**config.mk**
```make
export PLATFORM = sky130hd
export DESIGN_NAME = chip8_mem_arbiter_flat
export DESIGN_NICKNAME = d
export VERILOG_FILES = /design/src/rtl/chip8_mem_arbiter_if.sv /design/src/rtl/chip8_mem_arbiter.sv /design/src/flat_wrapper.sv
export SDC_FILE = /design/constraint.sdc
export NUM_CORES = 1
export LEC_CHECK = 0
export ABC_AREA = 1
export BUFFER_PORTS_ARGS = -buffer_cell sky130_fd_sc_hd__buf_2
export CORE_UTILIZATION = 32
export DETAILED_ROUTE_END_ITERATION = 8
export SLEW_MARGIN = 20
export SYNTH_ARGS = -nofsm -noshare
export SYNTH_HDL_FRONTEND = slang
export SYNTH_SLANG_ARGS = --single-unit
```
**constraint.sdc**
```tcl
create_clock -name clk_in -period 1.7 [get_ports clk_in]
set_input_delay 0.255 -clock clk_in [delete_from_list [all_inputs] [get_ports clk_in]]
set_output_delay 0.255 -clock clk_in [all_outputs]
set_load 0.005 [all_outputs]
```
**src/rtl/chip8_mem_arbiter_if.sv**
```systemverilog
// rtl/chip8_mem_arbiter_if.sv - requester and memory port bundle for the CHIP-8 memory arbiter
interface chip8_mem_arbiter_if #(
    parameter int ADDR_WIDTH = 12,
    parameter int DATA_WIDTH = 8
);
    // Processor requester
    logic                  proc_valid_in;
    logic [ADDR_WIDTH-1:0] proc_addr_in;
    logic                  proc_we_in;
    logic [DATA_WIDTH-1:0] proc_data_in;
    logic [1:0]            proc_type_in;
    logic                  proc_ready_out;
    logic                  proc_valid_out;

    // Video requester
    logic                  video_valid_in;
    logic [ADDR_WIDTH-1:0] video_addr_in;
    logic                  video_we_in;
    logic [DATA_WIDTH-1:0] video_data_in;
    logic [1:0]            video_type_in;
    logic                  video_ready_out;
    logic                  video_valid_out;

    // Debug requester
    logic                  debug_valid_in;
    logic [ADDR_WIDTH-1:0] debug_addr_in;
    logic                  debug_we_in;
    logic [DATA_WIDTH-1:0] debug_data_in;
    logic [1:0]            debug_type_in;
    logic                  debug_ready_out;
    logic                  debug_valid_out;

    // Shared response data
    logic [DATA_WIDTH-1:0] data_out;

    // Memory port
    logic                  mem_en_out;
    logic                  mem_we_out;
    logic [ADDR_WIDTH-1:0] mem_addr_out;
    logic [DATA_WIDTH-1:0] mem_data_out;
    logic [1:0]            mem_type_out;
    logic [DATA_WIDTH-1:0] mem_data_in;

    // Arbiter side
    modport slave (
        input  proc_valid_in, proc_addr_in, proc_we_in, proc_data_in, proc_type_in,
        input  video_valid_in, video_addr_in, video_we_in, video_data_in, video_type_in,
        input  debug_valid_in, debug_addr_in, debug_we_in, debug_data_in, debug_type_in,
        output proc_ready_out, proc_valid_out,
        output video_ready_out, video_valid_out,
        output debug_ready_out, debug_valid_out,
        output data_out,
        output mem_en_out, mem_we_out, mem_addr_out, mem_data_out, mem_type_out,
        input  mem_data_in
    );

    // Requester and memory side
    modport master (
        output proc_valid_in, proc_addr_in, proc_we_in, proc_data_in, proc_type_in,
        output video_valid_in, video_addr_in, video_we_in, video_data_in, video_type_in,
        output debug_valid_in, debug_addr_in, debug_we_in, debug_data_in, debug_type_in,
        input  proc_ready_out, proc_valid_out,
        input  video_ready_out, video_valid_out,
        input  debug_ready_out, debug_valid_out,
        input  data_out,
        input  mem_en_out, mem_we_out, mem_addr_out, mem_data_out, mem_type_out,
        output mem_data_in
    );
endinterface

```
**src/rtl/chip8_mem_arbiter.sv**
```systemverilog
// rtl/chip8_mem_arbiter.sv - round-robin arbiter sharing one CHIP-8 memory port among proc, video and debug
module chip8_mem_arbiter #(
    parameter int ADDR_WIDTH   = 12,
    parameter int DATA_WIDTH   = 8,
    parameter int READ_LATENCY = 2
) (
    input  logic               clk_in,
    input  logic               rst_in,
    chip8_mem_arbiter_if.slave bus
);
    localparam int         NREQ     = 3;
    localparam logic [2:0] CNT_LOAD = 3'(READ_LATENCY - 1);

    typedef enum logic [1:0] {
        ST_IDLE,
        ST_ISSUE,
        ST_WAIT,
        ST_RESP
    } state_t;

    state_t                state_q, state_d;
    logic [1:0]            rr_ptr_q, rr_ptr_d;
    logic [1:0]            grant_q, grant_d;
    logic [2:0]            cnt_q, cnt_d;
    logic                  op_we_q, op_we_d;
    logic [NREQ-1:0]       ready_q, ready_d;
    logic [NREQ-1:0]       valid_q, valid_d;
    logic [DATA_WIDTH-1:0] data_q, data_d;
    logic                  mem_en_q, mem_en_d;
    logic                  mem_we_q, mem_we_d;
    logic [ADDR_WIDTH-1:0] mem_addr_q, mem_addr_d;
    logic [DATA_WIDTH-1:0] mem_wdata_q, mem_wdata_d;
    logic [1:0]            mem_type_q, mem_type_d;

    // Requester-indexed views: 0 = proc, 1 = video, 2 = debug
    logic [NREQ-1:0]       req_valid;
    logic [NREQ-1:0]       req_we;
    logic [ADDR_WIDTH-1:0] req_addr [NREQ];
    logic [DATA_WIDTH-1:0] req_data [NREQ];
    logic [1:0]            req_type [NREQ];

    assign req_valid = {bus.debug_valid_in, bus.video_valid_in, bus.proc_valid_in};
    assign req_we    = {bus.debug_we_in, bus.video_we_in, bus.proc_we_in};
    assign req_addr[0] = bus.proc_addr_in;
    assign req_addr[1] = bus.video_addr_in;
    assign req_addr[2] = bus.debug_addr_in;
    assign req_data[0] = bus.proc_data_in;
    assign req_data[1] = bus.video_data_in;
    assign req_data[2] = bus.debug_data_in;
    assign req_type[0] = bus.proc_type_in;
    assign req_type[1] = bus.video_type_in;
    assign req_type[2] = bus.debug_type_in;

    function automatic logic [1:0] rr_next(input logic [1:0] idx);
        return (idx >= 2'd2) ? 2'd0 : idx + 2'd1;
    endfunction

    logic       pick_found;
    logic [1:0] pick_idx;

    // Find the first pending requester walking proc -> video -> debug from rr_ptr
    always_comb begin
        logic [1:0] cand;
        pick_found = 1'b0;
        pick_idx   = rr_ptr_q;
        cand       = rr_ptr_q;
        for (int k = 0; k < NREQ; k++) begin
            if (!pick_found && req_valid[cand]) begin
                pick_found = 1'b1;
                pick_idx   = cand;
            end
            cand = rr_next(cand);
        end
    end

    // Transaction sequencing and next values of every registered output
    always_comb begin
        state_d     = state_q;
        rr_ptr_d    = rr_ptr_q;
        grant_d     = grant_q;
        cnt_d       = cnt_q;
        op_we_d     = op_we_q;
        ready_d     = '0;
        valid_d     = '0;
        data_d      = data_q;
        mem_en_d    = 1'b0;
        mem_we_d    = 1'b0;
        mem_addr_d  = mem_addr_q;
        mem_wdata_d = mem_wdata_q;
        mem_type_d  = mem_type_q;
        unique case (state_q)
            ST_IDLE: begin
                if (pick_found) begin
                    grant_d           = pick_idx;
                    op_we_d           = req_we[pick_idx];
                    mem_en_d          = 1'b1;
                    mem_we_d          = req_we[pick_idx];
                    mem_addr_d        = req_addr[pick_idx];
                    mem_wdata_d       = req_data[pick_idx];
                    mem_type_d        = req_type[pick_idx];
                    ready_d[pick_idx] = 1'b1;
                    state_d           = ST_ISSUE;
                end
            end
            ST_ISSUE: begin
                cnt_d   = CNT_LOAD;
                state_d = ST_WAIT;
            end
            ST_WAIT: begin
                if (cnt_q == 3'd0) begin
                    data_d           = op_we_q ? '0 : bus.mem_data_in;
                    valid_d[grant_q] = 1'b1;
                    state_d          = ST_RESP;
                end else begin
                    cnt_d = cnt_q - 3'd1;
                end
            end
            ST_RESP: begin
                rr_ptr_d = rr_next(grant_q);
                state_d  = ST_IDLE;
            end
            default: state_d = ST_IDLE;
        endcase
    end

    // State and output registers; reset drops any transaction in flight
    always_ff @(posedge clk_in) begin
        if (!rst_in) begin
            state_q     <= ST_IDLE;
            rr_ptr_q    <= 2'd0;
            grant_q     <= 2'd0;
            cnt_q       <= 3'd0;
            op_we_q     <= 1'b0;
            ready_q     <= '0;
            valid_q     <= '0;
            data_q      <= '0;
            mem_en_q    <= 1'b0;
            mem_we_q    <= 1'b0;
            mem_addr_q  <= '0;
            mem_wdata_q <= '0;
            mem_type_q  <= 2'd0;
        end else begin
            state_q     <= state_d;
            rr_ptr_q    <= rr_ptr_d;
            grant_q     <= grant_d;
            cnt_q       <= cnt_d;
            op_we_q     <= op_we_d;
            ready_q     <= ready_d;
            valid_q     <= valid_d;
            data_q      <= data_d;
            mem_en_q    <= mem_en_d;
            mem_we_q    <= mem_we_d;
            mem_addr_q  <= mem_addr_d;
            mem_wdata_q <= mem_wdata_d;
            mem_type_q  <= mem_type_d;
        end
    end

    assign bus.proc_ready_out  = ready_q[0];
    assign bus.video_ready_out = ready_q[1];
    assign bus.debug_ready_out = ready_q[2];
    assign bus.proc_valid_out  = valid_q[0];
    assign bus.video_valid_out = valid_q[1];
    assign bus.debug_valid_out = valid_q[2];
    assign bus.data_out        = data_q;
    assign bus.mem_en_out      = mem_en_q;
    assign bus.mem_we_out      = mem_we_q;
    assign bus.mem_addr_out    = mem_addr_q;
    assign bus.mem_data_out    = mem_wdata_q;
    assign bus.mem_type_out    = mem_type_q;
endmodule

```
**src/flat_wrapper.sv**
```systemverilog
// flat-port wrapper written by rule: the top's interface ports become plain ports
module chip8_mem_arbiter_flat 
#(
    parameter int ADDR_WIDTH   = 12,
    parameter int DATA_WIDTH   = 8,
    parameter int READ_LATENCY = 2
)
  (clk_in, rst_in, bus_proc_valid_in, bus_proc_addr_in, bus_proc_we_in, bus_proc_data_in, bus_proc_type_in, bus_video_valid_in, bus_video_addr_in, bus_video_we_in, bus_video_data_in, bus_video_type_in, bus_debug_valid_in, bus_debug_addr_in, bus_debug_we_in, bus_debug_data_in, bus_debug_type_in, bus_proc_ready_out, bus_proc_valid_out, bus_video_ready_out, bus_video_valid_out, bus_debug_ready_out, bus_debug_valid_out, bus_data_out, bus_mem_en_out, bus_mem_we_out, bus_mem_addr_out, bus_mem_data_out, bus_mem_type_out, bus_mem_data_in);
  chip8_mem_arbiter_if #(.ADDR_WIDTH(ADDR_WIDTH), .DATA_WIDTH(DATA_WIDTH)) bus_i ();
  input  logic clk_in;
  input  logic rst_in;
  input wire logic [$bits(bus_i.proc_valid_in)-1:0] bus_proc_valid_in;
  input wire logic [$bits(bus_i.proc_addr_in)-1:0] bus_proc_addr_in;
  input wire logic [$bits(bus_i.proc_we_in)-1:0] bus_proc_we_in;
  input wire logic [$bits(bus_i.proc_data_in)-1:0] bus_proc_data_in;
  input wire logic [$bits(bus_i.proc_type_in)-1:0] bus_proc_type_in;
  input wire logic [$bits(bus_i.video_valid_in)-1:0] bus_video_valid_in;
  input wire logic [$bits(bus_i.video_addr_in)-1:0] bus_video_addr_in;
  input wire logic [$bits(bus_i.video_we_in)-1:0] bus_video_we_in;
  input wire logic [$bits(bus_i.video_data_in)-1:0] bus_video_data_in;
  input wire logic [$bits(bus_i.video_type_in)-1:0] bus_video_type_in;
  input wire logic [$bits(bus_i.debug_valid_in)-1:0] bus_debug_valid_in;
  input wire logic [$bits(bus_i.debug_addr_in)-1:0] bus_debug_addr_in;
  input wire logic [$bits(bus_i.debug_we_in)-1:0] bus_debug_we_in;
  input wire logic [$bits(bus_i.debug_data_in)-1:0] bus_debug_data_in;
  input wire logic [$bits(bus_i.debug_type_in)-1:0] bus_debug_type_in;
  output wire logic [$bits(bus_i.proc_ready_out)-1:0] bus_proc_ready_out;
  output wire logic [$bits(bus_i.proc_valid_out)-1:0] bus_proc_valid_out;
  output wire logic [$bits(bus_i.video_ready_out)-1:0] bus_video_ready_out;
  output wire logic [$bits(bus_i.video_valid_out)-1:0] bus_video_valid_out;
  output wire logic [$bits(bus_i.debug_ready_out)-1:0] bus_debug_ready_out;
  output wire logic [$bits(bus_i.debug_valid_out)-1:0] bus_debug_valid_out;
  output wire logic [$bits(bus_i.data_out)-1:0] bus_data_out;
  output wire logic [$bits(bus_i.mem_en_out)-1:0] bus_mem_en_out;
  output wire logic [$bits(bus_i.mem_we_out)-1:0] bus_mem_we_out;
  output wire logic [$bits(bus_i.mem_addr_out)-1:0] bus_mem_addr_out;
  output wire logic [$bits(bus_i.mem_data_out)-1:0] bus_mem_data_out;
  output wire logic [$bits(bus_i.mem_type_out)-1:0] bus_mem_type_out;
  input wire logic [$bits(bus_i.mem_data_in)-1:0] bus_mem_data_in;
  assign bus_i.proc_valid_in = bus_proc_valid_in;
  assign bus_i.proc_addr_in = bus_proc_addr_in;
  assign bus_i.proc_we_in = bus_proc_we_in;
  assign bus_i.proc_data_in = bus_proc_data_in;
  assign bus_i.proc_type_in = bus_proc_type_in;
  assign bus_i.video_valid_in = bus_video_valid_in;
  assign bus_i.video_addr_in = bus_video_addr_in;
  assign bus_i.video_we_in = bus_video_we_in;
  assign bus_i.video_data_in = bus_video_data_in;
  assign bus_i.video_type_in = bus_video_type_in;
  assign bus_i.debug_valid_in = bus_debug_valid_in;
  assign bus_i.debug_addr_in = bus_debug_addr_in;
  assign bus_i.debug_we_in = bus_debug_we_in;
  assign bus_i.debug_data_in = bus_debug_data_in;
  assign bus_i.debug_type_in = bus_debug_type_in;
  assign bus_proc_ready_out = bus_i.proc_ready_out;
  assign bus_proc_valid_out = bus_i.proc_valid_out;
  assign bus_video_ready_out = bus_i.video_ready_out;
  assign bus_video_valid_out = bus_i.video_valid_out;
  assign bus_debug_ready_out = bus_i.debug_ready_out;
  assign bus_debug_valid_out = bus_i.debug_valid_out;
  assign bus_data_out = bus_i.data_out;
  assign bus_mem_en_out = bus_i.mem_en_out;
  assign bus_mem_we_out = bus_i.mem_we_out;
  assign bus_mem_addr_out = bus_i.mem_addr_out;
  assign bus_mem_data_out = bus_i.mem_data_out;
  assign bus_mem_type_out = bus_i.mem_type_out;
  assign bus_i.mem_data_in = bus_mem_data_in;
  chip8_mem_arbiter #(.ADDR_WIDTH(ADDR_WIDTH), .DATA_WIDTH(DATA_WIDTH), .READ_LATENCY(READ_LATENCY)) u_core (.clk_in(clk_in), .rst_in(rst_in), .bus(bus_i));
endmodule
```
# ---- Word-level counts from Yosys, hierarchy flattened
# Index checks and enable logic that the tools add are counted.
dict set report word_totals {
  reg_bits 48
  in_bits 82
  out_inout_bits 38
  elab_cells 87
}
dict set report op_classes {
  addsub 4
  n_lt_le_gt_ge 11
  n_eq_ne 6
  muxes 36
  n_bitwise 1
  n_reduce_logical 16
}
# operator n
set op_table {}
lappend op_table {{$bmux W12 S2} 1}
lappend op_table {{$mux W12} 2}
lappend op_table {{$mux W8} 3}
lappend op_table {{$mux W2} 9}
lappend op_table {{$bmux W8 S2} 1}
lappend op_table {{$lt A2 B3 Y1 const B} 5}
lappend op_table {{$mux W1} 10}
lappend op_table {{$reduce_and A2 Y1} 5}
lappend op_table {{$bmux W1 S2} 4}
lappend op_table {{$pmux W2 S4} 1}
lappend op_table {{$add A2 B1 Y2 const B} 3}
lappend op_table {{$ge A2 B2 Y1 const B} 3}
lappend op_table {{$pmux W3 S2} 1}
lappend op_table {{$reduce_and A3 Y1} 2}
lappend op_table {{$bmux W2 S2} 1}
lappend op_table {{$demux W1 S2} 2}
lappend op_table {{$eq A2 B2 Y1 const B} 2}
lappend op_table {{$ge A2 B1 Y1 const B} 2}
lappend op_table {{$logic_and A1 B1 Y1} 4}
lappend op_table {{$ne A2 B1 Y1 const B} 2}
lappend op_table {{$ge A3 B3 Y1 const B} 1}
lappend op_table {{$logic_not A3 Y1} 1}
lappend op_table {{$mux W3} 1}
lappend op_table {{$not A2 Y3} 1}
lappend op_table {{6 further kinds} 7}

# ---- Logic depth before layout (Yosys ltp)
# Gate-level depths: netlist of run 1.
dict set report logic_depth {
  ltp_word 13
  ltp_mapped 15
}

# ---- Worst setup path after synthesis of run 1
# Ideal clock, no wire load.
dict set report synth_timing {
  path_type {register -> register}
  from {reg u_core.rr_ptr_q[1]}
  to {reg u_core.mem_addr_q[10] (netlist: u_core.bus.mem_addr_out[10])}
  arrival_time_ns 1.517
  slack_ns 0.066
  stages_incl_launch_ff 16
  path_buffers 3
  synth_period_minus_slack_ns 1.634
  cell_sequence {dfxtp_1 buf_4 inv_4 nand2_2 nor2_2 inv_2 nand2_2 nor2_4 nand3_1 nand2_1 buf_6 buf_6 nand3_1 nand2_1 nor2_1 nor2_1}
}
dict set report synth_between {
  elab_chain_len 13
}
# item line_no
set synth_lines {}
lappend synth_lines {{from (decl)} chip8_mem_arbiter.sv:22} ;# logic [1:0] rr_ptr_q, rr_ptr_d;
lappend synth_lines {{from (signal assigned)} chip8_mem_arbiter.sv:144} ;# rr_ptr_q <= rr_ptr_d;
lappend synth_lines {{parallel branches: the longest is 13 deep, another holds $add A2 B1 Y2} n/a}
lappend synth_lines {{to (signal assigned)} chip8_mem_arbiter.sv:153} ;# mem_addr_q <= mem_addr_d;
lappend synth_lines {{to (decl)} chip8_mem_arbiter.sv:31} ;# logic [ADDR_WIDTH-1:0] mem_addr_q, mem_addr_d;
# Parallel ways; which one is timed is not known. The select of a mux whose other input is x is not followed.
# A chain may end at the register's enable or synchronous reset.

# ---- Final worst setup path of run 1
dict set report layout_timing {
  from {reg u_core.rr_ptr_q[1]}
  to {reg u_core.mem_wdata_q[4] (netlist: u_core.bus.mem_data_out[4])}
}
dict set report layout_between {
  elab_chain_len 13
}
# item line_no
set layout_lines {}
lappend layout_lines {{parallel branches: the longest is 13 deep, another holds $add A2 B1 Y2} n/a}
lappend layout_lines {{to (signal assigned)} chip8_mem_arbiter.sv:154} ;# mem_wdata_q <= mem_wdata_d;
lappend layout_lines {{to (decl)} chip8_mem_arbiter.sv:32} ;# logic [DATA_WIDTH-1:0] mem_wdata_q, mem_wdata_d;
# Parallel ways; which one is timed is not known. The select of a mux whose other input is x is not followed.

==> out/qor.csv, run 1 <==
stage;metric;value;unit
run_status;run_status;complete, but fails checks;
run_status;failing_checks;setup timing;
logic_synthesis;post_synth.cell_area_avg;6.84;um^2
finish;multi_input_area;1760;um^2
global_route;grt_first_pass_wirelength;12300;um
timing;timing_max_transition_violations_final;0;
floorplanning;placement_rows;33;
min_path;hold_path_startpoint;bus_mem_data_in[0];
timing;max_freq;561;MHz
global_route;grt_antenna_before_repair;0;
min_path;timing.hold.worst.class;in -> reg;
placed_design;port_buffers;119;
finish;fillerInstances;793;
route;dr.pass1.iters;4;
worst_setup_path;r2r-end;u_core.bus.mem_data_out[4]$_SDFFE_PN0P_;
logic_synthesis;synthesis.nets;485;
clock_network;ctsHtreeMaxLevel;2;
timing;sum_of_negative_setup_slack;-1.24;ns
clock_network;clk_transition_reported_paths;0.10;ns
floorplanning;start_util;33.0;%
power;power.ir.vdd_worst;0.847;mV
finish;drive_gt1_share;42.9;%
floorplanning;die_h;94.0;um
global_route;via_count_of_the_first_global_routing_pass;2631;
global_route;track_usage;17.7;%
worst_setup_path;start_kind;flip-flop;
worst_setup_path;worst_setup_path_end_kind;flip-flop;
clock_network;cts_root_buf;sky130_fd_sc_hd__clkbuf_8;
finish;antennaDiodeCount;0;
timing;hold_violations;0;
power;power_density;1840;nW/um^2
logic_synthesis;proportion_of_synthesized_chip_area_in_sequential_cells;35.5;%
placed_design;placement.setup.worst_slack;-0.133;ns
global_route;grt-ovfl-total;0;
timing;final_clock_period_utilization_by_the_worst_path;105;%
route;finalWirelength;9060;um
logic_synthesis;synth_seq_cells;48;
timing;clock_period_minus_final_worst_setup_slack;1.78;ns
finish;layout-area-overhead-vs-synth;54.1;%
finish;seq_area;968;um^2
finish;fin_nets;619;
logic_synthesis;yosysWarnings;0;
clock_network;clock_latency;0.31;ns
route;dr.max_layer_used;met4;
route;vias_per_cell;4.93;
route;routed-wl-met2;4420;um
route;wirelength_met1;3960;um
floorplanning;floorplan.io_pins;120;
timing;post-route-worst-setup-slack;-0.0820;ns
worst_setup_path;r2r_cells;13;
timing;rsz0062_at_grt;true;
placed_design;dp.final_hpwl;5630;um
logic_synthesis;syn-cell-area;2710;um^2
worst_setup_path;critical_path_class;reg -> reg;
worst_setup_path;worst-path-max-fanout;11;
route;remaining_antenna_violation_count_after_routing;0;
worst_setup_path;critical_path_arrival;2.04;ns
global_route;grt_start_max_net_pins;34;
timing;final-setup-viol-count;24;
timing;tightest_slew;0.328;ns
logic_synthesis;synthCells;396;
placed_design;place_congestion;0.865;
logic_synthesis;post_synth_num_cell_types;28;
run;drv.max_cap_violation_count;0;
worst_setup_path;setup.worst_path.start;u_core.rr_ptr_q[1]$_SDFFE_PN0N_;
clock_network;cts.sink_count;48;
worst_setup_path;crit_path_end;u_core.bus.mem_data_out[4]$_SDFFE_PN0P_;
clock_network;clock_tree.buffer_depth;2;
floorplanning;full_die_area;8840;um^2
worst_setup_path;setup.reg_to_reg.worst_slack;-0.08;ns
route;drt-wirelength-per-cell;14.2;um
worst_setup_path;critPathRequiredTime;1.95;ns
clock_network;tritoncts;built;
worst_setup_path;critical_path.reg2reg.startpoint;u_core.rr_ptr_q[1]$_SDFFE_PN0N_;
timing;setup_skew_after_layout;0.00669;ns
route;dr_wl_met3;588;um
floorplanning;die-width;94.0;um
floorplanning;design.core.area;8220;um^2
route;vias;3133;
route;first_iter_violations;117;
power;power.leakage;2.11;nW
clock_network;cts_buffers;5;
route;drcViolationCount;0;
timing;slew-limit-headroom;78.1;%
==> how the worst min path moves through the flow <==
stage / cells after the start / end / slack [ns]
2_1_floorplan: 2 / u_core.bus.data_out[7]$_SDFFE_PN0P_ / 0.41
4_1_cts: 3 / u_core.bus.data_out[0]$_SDFFE_PN0P_ / 0.21
3_5_place_dp: 1 / u_core.valid_q[2]$_SDFF_PN0_ / 0.45
6_report: 3 / u_core.bus.data_out[0]$_SDFFE_PN0P_ / 0.22
3_3_place_gp: 1 / u_core.valid_q[2]$_SDFF_PN0_ / 0.44
5_1_grt: 3 / u_core.bus.data_out[5]$_SDFFE_PN0P_ / 0.22
==> stage by stage <==
step	hold slack, ns	util (%)	cell area, um^2	power (mW)	instances
final	0.218	50.8	4180	7.70	636
after detailed placement	0.449	42.5	3490	5.54	614
after global routing	0.225	50.8	4180	8.29	636
after floorplan	0.414	-	2710	4.27	396
after CTS	0.211	45.1	3700	6.66	624
after global placement	0.440	42.5	3490	5.47	614
==> metal layers <==
| metal | vias to the layer above | GRT usage, % |
|---|---|---|
| met5 | - | 0 |
| met4 | 0 | 4.10 |
| met3 | 10 | 5.18 |
| met2 | 114 | 30.2 |
| met1 | 1434 | 22.0 |
| li1 | 1575 | - |
==> area by class of cell <==
type	instances	area share, %
sequential	48	23.2
timing repair buffer	150	26.2
clock inverter	3	1.14
clock buffer	5	1.65
tap	105	3.15
multi-input combinational	299	42.2
inverter	26	2.46
==> cell families after synthesis <==
| logic type | Yosys count | share of synthesized area [%] |
|---|---|---|
| AOI/OAI and AO/OA | 48 | 9.33 |
| adders and majority gates | 7 | 3.23 |
| buffers and inverters | 49 | 9.56 |
| DFF | 48 | 35.5 |
| and+or+nand+nor | 244 | 42.4 |
==> cells in the final DEF (no fill, tap or decap), drive strengths merged, types with 3 or more instances in the layout <==
cell and n:
buf 143, nand3 90, nand2 88, nor2 57
dfxtp 48, o21ai 36, inv 26, clkbuf 12
a21oi 10, ha 7, nor3 5, nand4 3
==> Yosys cell counts <==
cell type                   n  area share, %
sky130_fd_sc_hd__nor3_2     1           0.37
sky130_fd_sc_hd__nand3_1   84             16
sky130_fd_sc_hd__nand3_4    2            1.3
sky130_fd_sc_hd__buf_4      1           0.28
sky130_fd_sc_hd__dfxtp_1   48             35
sky130_fd_sc_hd__ha_1       7            3.2
sky130_fd_sc_hd__buf_6      8            3.3
sky130_fd_sc_hd__nor3_1     4           0.74
sky130_fd_sc_hd__nor2_1    49            6.8
sky130_fd_sc_hd__o31a_1     1           0.32
sky130_fd_sc_hd__nand4_1    3           0.69
sky130_fd_sc_hd__nor2_4     3            1.2
sky130_fd_sc_hd__nand2_1   82             11
sky130_fd_sc_hd__a21oi_2    1           0.32
sky130_fd_sc_hd__nor2_2     5            1.2
sky130_fd_sc_hd__or2_2      1           0.23
sky130_fd_sc_hd__buf_1      1           0.14
sky130_fd_sc_hd__inv_1     21            2.9
sky130_fd_sc_hd__clkbuf_1   6           0.83
sky130_fd_sc_hd__nand2_4    1           0.42
sky130_fd_sc_hd__inv_2      4           0.55
sky130_fd_sc_hd__o211a_1    1           0.37
sky130_fd_sc_hd__inv_4      1           0.23
sky130_fd_sc_hd__a21oi_1    9            1.7
sky130_fd_sc_hd__nand2_2    5            1.2
sky130_fd_sc_hd__nand3_2    4            1.5
sky130_fd_sc_hd__o21ai_0   36            6.6
sky130_fd_sc_hd__buf_2      7            1.3
==> power by group <==
part	internal, mW	switching, mW
Clock	0.444	0.422
Sequential	1.58	0.233
Combinational	2.27	2.75
==> worst max-delay path, cell delays in order, from the launching register on <==
cell and delay [ns]:
sky130_fd_sc_hd__dfxtp_4 0.42, sky130_fd_sc_hd__inv_4 0.07, sky130_fd_sc_hd__nand2_4 0.08, sky130_fd_sc_hd__nor2_4 0.05
sky130_fd_sc_hd__inv_2 0.11, sky130_fd_sc_hd__nand2_4 0.08, sky130_fd_sc_hd__nor2_4 0.19, sky130_fd_sc_hd__nand3_4 0.12
sky130_fd_sc_hd__nand2_8 0.15, sky130_fd_sc_hd__clkbuf_16 0.19, sky130_fd_sc_hd__nand3_1 0.08, sky130_fd_sc_hd__nand2_1 0.08
sky130_fd_sc_hd__nor2_1 0.04, sky130_fd_sc_hd__nor2_1 0.07
==> what timing repair did <==
action	4_1_cts	5_1_grt
setup endpoints to repair	27	29
hold buffers	0	0
gates cloned	2	9
pin swaps	2	32
setup buffers	0	3
resized for setup	13	53
==> registers in the layout, summed over array words and instances, names as in the netlist, 3 cells and up <==
register                 count
u_core.bus.data_out          8
u_core.valid_q               3
u_core.bus.mem_data_out      8
u_core.bus.mem_addr_out     12
u_core.ready_q               3
u_core.cnt_q                 3
No activity file was read; power rests on OpenSTA's default activity.
==> run 2, diff against run 1 <==
- CELL_PAD_IN_SITES_DETAIL_PLACEMENT: unset -> 1
- CELL_PAD_IN_SITES_GLOBAL_PLACEMENT: unset -> 1
- CORE_UTILIZATION: 32 -> 29
- PLACE_DENSITY_LB_ADDON: unset -> 0.1
==> out/qor.csv, run 2 (same netlist as run 1, synthesis figures left out) <==
stage;metric;value;unit
worst_setup_path;critical_path.max_stage_delay;0.44;ns
timing;post-route-worst-setup-slack;-0.104;ns
finish;drive_gt1_share;44.1;%
worst_setup_path;setup.reg_to_reg.worst_slack;-0.10;ns
route;dr.pass1.iters;4;
finish;max_reg_flops;12;
finish;most_common_cell_after_layout_fill_and_taps_aside;sky130_fd_sc_hd__buf_2;
worst_setup_path;critical_path_arrival;2.06;ns
min_path;holdPathEnd;u_core.bus.data_out[6]$_SDFFE_PN0P_;
route;first_iter_violations;67;
worst_setup_path;worst_path_max_delay_cell;sky130_fd_sc_hd__dfxtp_4;
route;vias;3127;
global_route;via_count_of_the_first_global_routing_pass;3134;
floorplanning;design.core.area;8890;um^2
worst_setup_path;worst_setup_path_end_kind;flip-flop;
clock_network;clk_transition_reported_paths;0.10;ns
run;drv.max_cap_violation_count;0;
worst_setup_path;r2r-end;u_core.bus.mem_addr_out[5]$_SDFFE_PN0P_;
min_path;hold_path_startpoint;bus_mem_data_in[6];
timing;final_clock_period_utilization_by_the_worst_path;106;%
route;remaining_antenna_violation_count_after_routing;0;
worst_setup_path;critical_path.reg2reg.startpoint;u_core.rr_ptr_q[1]$_SDFFE_PN0N_;
global_route;track_usage;19.3;%
power;power_density;1890;nW/um^2
run_status;failing_checks;setup timing;
power;power.ir.vdd_worst;0.729;mV
floorplanning;start_util;30.5;%
floorplanning;floorplan.io_pins;120;
floorplanning;die-width;98.7;um
worst_setup_path;critPathRequiredTime;1.96;ns
min_path;hold_depth;3;
placed_design;placement.setup.worst_slack;-0.167;ns
global_route;grt_antenna_before_repair;0;
finish;finalNonFillerCells;641;
route;drt-wirelength-per-cell;16.3;um
timing;max_freq;554;MHz
timing;timing_max_transition_violations_final;0;
timing;slew-limit-headroom;77.7;%
route;vias_per_cell;4.88;
timing;rsz0062_at_grt;true;
worst_setup_path;start_kind;flip-flop;
floorplanning;die_h;98.7;um
timing;sum_of_negative_setup_slack;-1.66;ns
power;power.leakage;2.14;nW
timing;setup_skew_after_layout;0.00877;ns
run_status;run_status;complete, but fails checks;
placed_design;dp_cells;614;
finish;fin_util;48.6;%
global_route;grt_first_pass_wirelength;15100;um
timing;hold-worst-slack;0.202;ns
finish;fillerInstances;1104;
clock_network;cts_buffers;5;
clock_network;clock_latency;0.31;ns
finish;antennaDiodeCount;0;
floorplanning;placement_rows;34;
worst_setup_path;critical_path_class;reg -> reg;
route;finalWirelength;10500;um
floorplanning;full_die_area;9740;um^2
placed_design;dp.final_hpwl;6150;um
global_route;grt-ovfl-total;0;
finish;fin_nets;621;
clock_network;cts.sink_count;48;
finish;seq_area;968;um^2
clock_network;clock_tree.buffer_depth;2;
clock_network;count_of_hold_buffers_inserted_by_post_cts_repair;0;
worst_setup_path;worst-path-max-fanout;7;
timing;tightest_slew;0.334;ns
timing;clock_period_minus_final_worst_setup_slack;1.80;ns
clock_network;cts_root_buf;sky130_fd_sc_hd__clkbuf_8;
placed_design;place_congestion;0.776;
finish;layout-area-overhead-vs-synth;59.3;%
finish;multi_input_area;1830;um^2
finish;commonest_cells_after_routing_fill_and_taps_aside;sky130_fd_sc_hd__buf_2, sky130_fd_sc_hd__nand2_1, sky130_fd_sc_hd__nand3_1, sky130_fd_sc_hd__dfxtp_1, sky130_fd_sc_hd__nor2_1;
worst_setup_path;path_cells;inv_8 -> nand2_8 -> nor2_4 -> inv_4 -> nand2_4 -> nor2_4 -> nand3_4 -> nand2_8 -> clkbuf_16 -> nand3_2 -> nand2_2 -> nor2_2 -> nor2_1;
power;power;8.17;mW
placed_design;dpl-instance-area;3460;um^2
clock_network;ctsHtreeMaxLevel;2;
route;drcViolationCount;0;
timing;final-setup-viol-count;25;
worst_setup_path;r2r_cells;13;
global_route;grt_start_max_net_pins;27;
clock_network;tritoncts;built;
placed_design;port_buffers;119;
finish;fin_area;4320;um^2
timing;hold_violations;0;
min_path;timing.hold.worst.class;in -> reg;
==> run 2: cell count changes in the layout (fill, tap and decap cells not counted), moves of 3 or more <==
cell | previous run | this run
sky130_fd_sc_hd__nand3_2 | 25 | 16
sky130_fd_sc_hd__nand2_4 | 4 | 7
sky130_fd_sc_hd__nor2_1 | 48 | 45
sky130_fd_sc_hd__nand3_4 | 6 | 10
sky130_fd_sc_hd__nand3_1 | 59 | 64
sky130_fd_sc_hd__nand2_1 | 73 | 67
==> run 2: metal layers <==
metal,vias to the layer above,part of all wire [%],track usage [%]
met5,-,0,0
met4,0,0.88,4.82
met3,8,3.6,3.83
met2,69,52,33.5
met1,1477,43,24.4
li1,1573,-,-
==> run 2: worst max-delay path: cells and delay by family (launching register included) <==
kind | cells | cell delay [ns]
buf+inv | 3 | 0.33
flops | 1 | 0.44
simple gates | 10 | 0.98
==> run 2: worst max path at each step <==
| stage | from | end | slack, ns | depth (start not counted) |
|---|---|---|---|---|
| global route | u_core.rr_ptr_q[1]$_SDFFE_PN0N_ | u_core.bus.mem_addr_out[1]$_SDFFE_PN0P_ | -0.21 | 11 |
| global placement | u_core.rr_ptr_q[1]$_SDFFE_PN0N_ | u_core.bus.mem_data_out[4]$_SDFFE_PN0P_ | -0.09 | 13 |
| floorplan | u_core.rr_ptr_q[1]$_SDFFE_PN0N_ | u_core.bus.mem_addr_out[10]$_SDFFE_PN0P_ | 0.07 | 15 |
| CTS | u_core.rr_ptr_q[1]$_SDFFE_PN0N_ | u_core.bus.mem_addr_out[3]$_SDFFE_PN0P_ | -0.007 | 13 |
| detailed placement | u_core.rr_ptr_q[1]$_SDFFE_PN0N_ | u_core.bus.mem_addr_out[11]$_SDFFE_PN0P_ | -0.17 | 13 |
| finish | u_core.rr_ptr_q[1]$_SDFFE_PN0N_ | u_core.bus.mem_addr_out[5]$_SDFFE_PN0P_ | -0.10 | 13 |
==> run 2: timing repair <==
| item | 4_1_cts | 5_1_grt |
|---|---|---|
| resized for setup | 30 | 61 |
| pin swaps | 0 | 18 |
| endpoints found under the setup margin | 31 | 31 |
| endpoints found under the hold margin | 0 | 0 |
| buffers inserted | 3 | 6 |
| cloned | 3 | 7 |
==> run 2: area by class of cell <==
type | instances | share of cell area [%]
well taps | 108 | 3.13
flip-flops and latches | 48 | 22.4
repair buffers | 152 | 26.4
clock inverters | 3 | 1.59
multi-input cells | 299 | 42.3
clock buffers | 5 | 1.59
inverters | 26 | 2.55
==> run 2: power by group <==
part | total (mW) | switching [mW] | internal (mW)
clock network | 1.04 | 0.443 | 0.593
logic | 5.31 | 2.92 | 2.39
registers | 1.83 | 0.248 | 1.58
total | 8.17 | 3.61 | 4.56
==> run 3, diff against run 2 <==
- PLACE_DENSITY: unset -> 0.88
- PLACE_DENSITY_LB_ADDON: 0.1 -> unset
==> out/qor.csv, run 3 (same netlist as run 1, synthesis figures left out) <==
stage;metric;value;unit
run_status;run_status;complete, but fails checks;
run_status;failing_checks;setup timing;
finish;fin_area;4150;um^2
finish;max_reg_flops;12;
clock_network;ctsHtreeMaxLevel;2;
route;drcViolationCount;0;
worst_setup_path;start_kind;flip-flop;
placed_design;port_buffers;119;
clock_network;tritoncts;built;
worst_setup_path;worst_path_max_delay_cell;sky130_fd_sc_hd__dfxtp_4;
global_route;via_count_of_the_first_global_routing_pass;3306;
floorplanning;start_util;30.5;%
clock_network;cts.sink_count;48;
timing;hold_violations;0;
route;drt-wirelength-per-cell;18.4;um
power;power.leakage;2.10;nW
placed_design;dp.final_hpwl;6930;um
timing;clock_period_minus_final_worst_setup_slack;1.93;ns
route;remaining_antenna_violation_count_after_routing;0;
finish;fin_nets;622;
route;dr.pass1.iters;4;
finish;drive_gt1_share;40.6;%
global_route;track_usage;20.4;%
worst_setup_path;critPathBufInv;3;
clock_network;count_of_hold_buffers_inserted_by_post_cts_repair;0;
worst_setup_path;worst-path-max-fanout;9;
power;power;8.00;mW
global_route;grt_first_pass_wirelength;15900;um
placed_design;dpl-instance-area;3510;um^2
clock_network;clock_latency;0.32;ns
power;power.ir.vdd_worst;0.897;mV
timing;rsz0062_at_grt;true;
placed_design;place_congestion;0.849;
route;first_iter_violations;114;
floorplanning;placement_rows;34;
clock_network;cts_root_buf;sky130_fd_sc_hd__clkbuf_8;
worst_setup_path;critPathRequiredTime;1.94;ns
min_path;timing.hold.worst.class;in -> reg;
finish;fin_util;46.7;%
worst_setup_path;critical_path_class;reg -> reg;
finish;most_common_cell_after_layout_fill_and_taps_aside;sky130_fd_sc_hd__buf_2;
worst_setup_path;worst_setup_path_end_kind;flip-flop;
timing;final-setup-viol-count;31;
floorplanning;die-width;98.7;um
floorplanning;design.core.area;8890;um^2
floorplanning;full_die_area;9740;um^2
clock_network;clock_tree.buffer_depth;2;
worst_setup_path;path_cells;nor2_4 -> nand2_1 -> nand2_2 -> nor2_4 -> buf_6 -> buf_4 -> nand3_2 -> nand2_4 -> clkbuf_16 -> nand3_1 -> nand2_1 -> nor2_1 -> nor2_1;
finish;fillerInstances;1124;
global_route;grt_antenna_before_repair;0;
worst_setup_path;dominant_delay_contributor_by_cell_family_on_the_critical_path;simple AND/OR/NAND/NOR gates;
finish;commonest_cells_after_routing_fill_and_taps_aside;sky130_fd_sc_hd__buf_2, sky130_fd_sc_hd__nand3_1, sky130_fd_sc_hd__nand2_1, sky130_fd_sc_hd__nor2_1, sky130_fd_sc_hd__dfxtp_1;
timing;tightest_slew;0.336;ns
global_route;grt-ovfl-total;0;
timing;setup_skew_after_layout;0.00813;ns
power;power_density;1930;nW/um^2
finish;antennaDiodeCount;0;
clock_network;cts_buffers;5;
run;drv.max_cap_violation_count;0;
floorplanning;die_h;98.7;um
floorplanning;floorplan.io_pins;120;
timing;final_clock_period_utilization_by_the_worst_path;114;%
finish;layout-area-overhead-vs-synth;53.1;%
worst_setup_path;critical_path_arrival;2.17;ns
timing;slew-limit-headroom;77.5;%
route;finalWirelength;11800;um
global_route;grt_start_max_net_pins;36;
worst_setup_path;critical_path.max_stage_delay;0.45;ns
timing;max_freq;517;MHz
route;vias;3380;
timing;post-route-worst-setup-slack;-0.233;ns
timing;timing_max_transition_violations_final;0;
clock_network;clk_transition_reported_paths;0.11;ns
route;vias_per_cell;5.26;
run 3: metal layers:
layer	vias to the layer above	GRT usage, %	wire length, um
met2	159	38.7	6210
li1	1576	-	-
met5	-	0	0
met1	1609	23.4	4440
met3	36	3.90	721
met4	0	4.82	410
run 3: report_power, final:
part / internal, mW / total [mW] / switching, mW
clock network: 0.445 / 0.922 / 0.477
registers: 1.58 / 1.86 / 0.281
logic: 2.27 / 5.22 / 2.95
total: 4.29 / 8.00 / 3.71
run 3: timing repair:
item | 4_1_cts | 5_1_grt
pin swaps | 4 | 20
endpoints found under the setup margin | 31 | 31
resized for setup | 20 | 54
buffers inserted | 4 | 2
cloned | 1 | 7
run 3: layout make-up:
type	instances	area, um^2	share of cell area, %
flip-flops and latches	48	968	23.3
clock buffers	5	68.8	1.66
well taps	108	135	3.26
clock inverters	3	46.3	1.12
multi-input cells	299	1720	41.5
inverters	26	110	2.65
repair buffers	153	1100	26.5
run 3: metrics by stage:
stage               setup slack, ns  setup TNS, ns  std cells  hold slack [ns]
finish                       -0.233          -3.87        642            0.203
global route                 -0.324          -6.68        642            0.202
CTS                         -0.0486         -0.554        633            0.201
detailed placement           -0.225          -4.23        620            0.451
global placement             -0.126          -2.50        620            0.445
floorplan                    0.0664              0        396            0.414
run 3: final timing paths:
kind / start / endpoint / slack (ns) / depth (start not counted)
max: u_core.rr_ptr_q[1]$_SDFFE_PN0N_ / u_core.bus.mem_addr_out[0]$_SDFFE_PN0P_ / -0.23 / 13
min: bus_mem_data_in[4] / u_core.bus.data_out[4]$_SDFFE_PN0P_ / 0.20 / 3
max reg2reg: u_core.rr_ptr_q[1]$_SDFFE_PN0N_ / u_core.bus.mem_addr_out[0]$_SDFFE_PN0P_ / -0.23 / 13
min reg2reg: u_core.cnt_q[1]$_SDFFE_PN0P_ / u_core.cnt_q[1]$_SDFFE_PN0P_ / 0.47 / 2
run 3: worst reg2reg max path, cell delays in order (launching register included):
cell                        delay [ns]
sky130_fd_sc_hd__dfxtp_4          0.45
sky130_fd_sc_hd__nor2_4           0.06
sky130_fd_sc_hd__nand2_1          0.10
sky130_fd_sc_hd__nand2_2          0.09
sky130_fd_sc_hd__nor2_4           0.15
sky130_fd_sc_hd__buf_6            0.13
sky130_fd_sc_hd__buf_4            0.11
sky130_fd_sc_hd__nand3_2          0.10
sky130_fd_sc_hd__nand2_4          0.12
sky130_fd_sc_hd__clkbuf_16        0.17
sky130_fd_sc_hd__nand3_1          0.10
sky130_fd_sc_hd__nand2_1          0.08
sky130_fd_sc_hd__nor2_1           0.05
sky130_fd_sc_hd__nor2_1           0.15
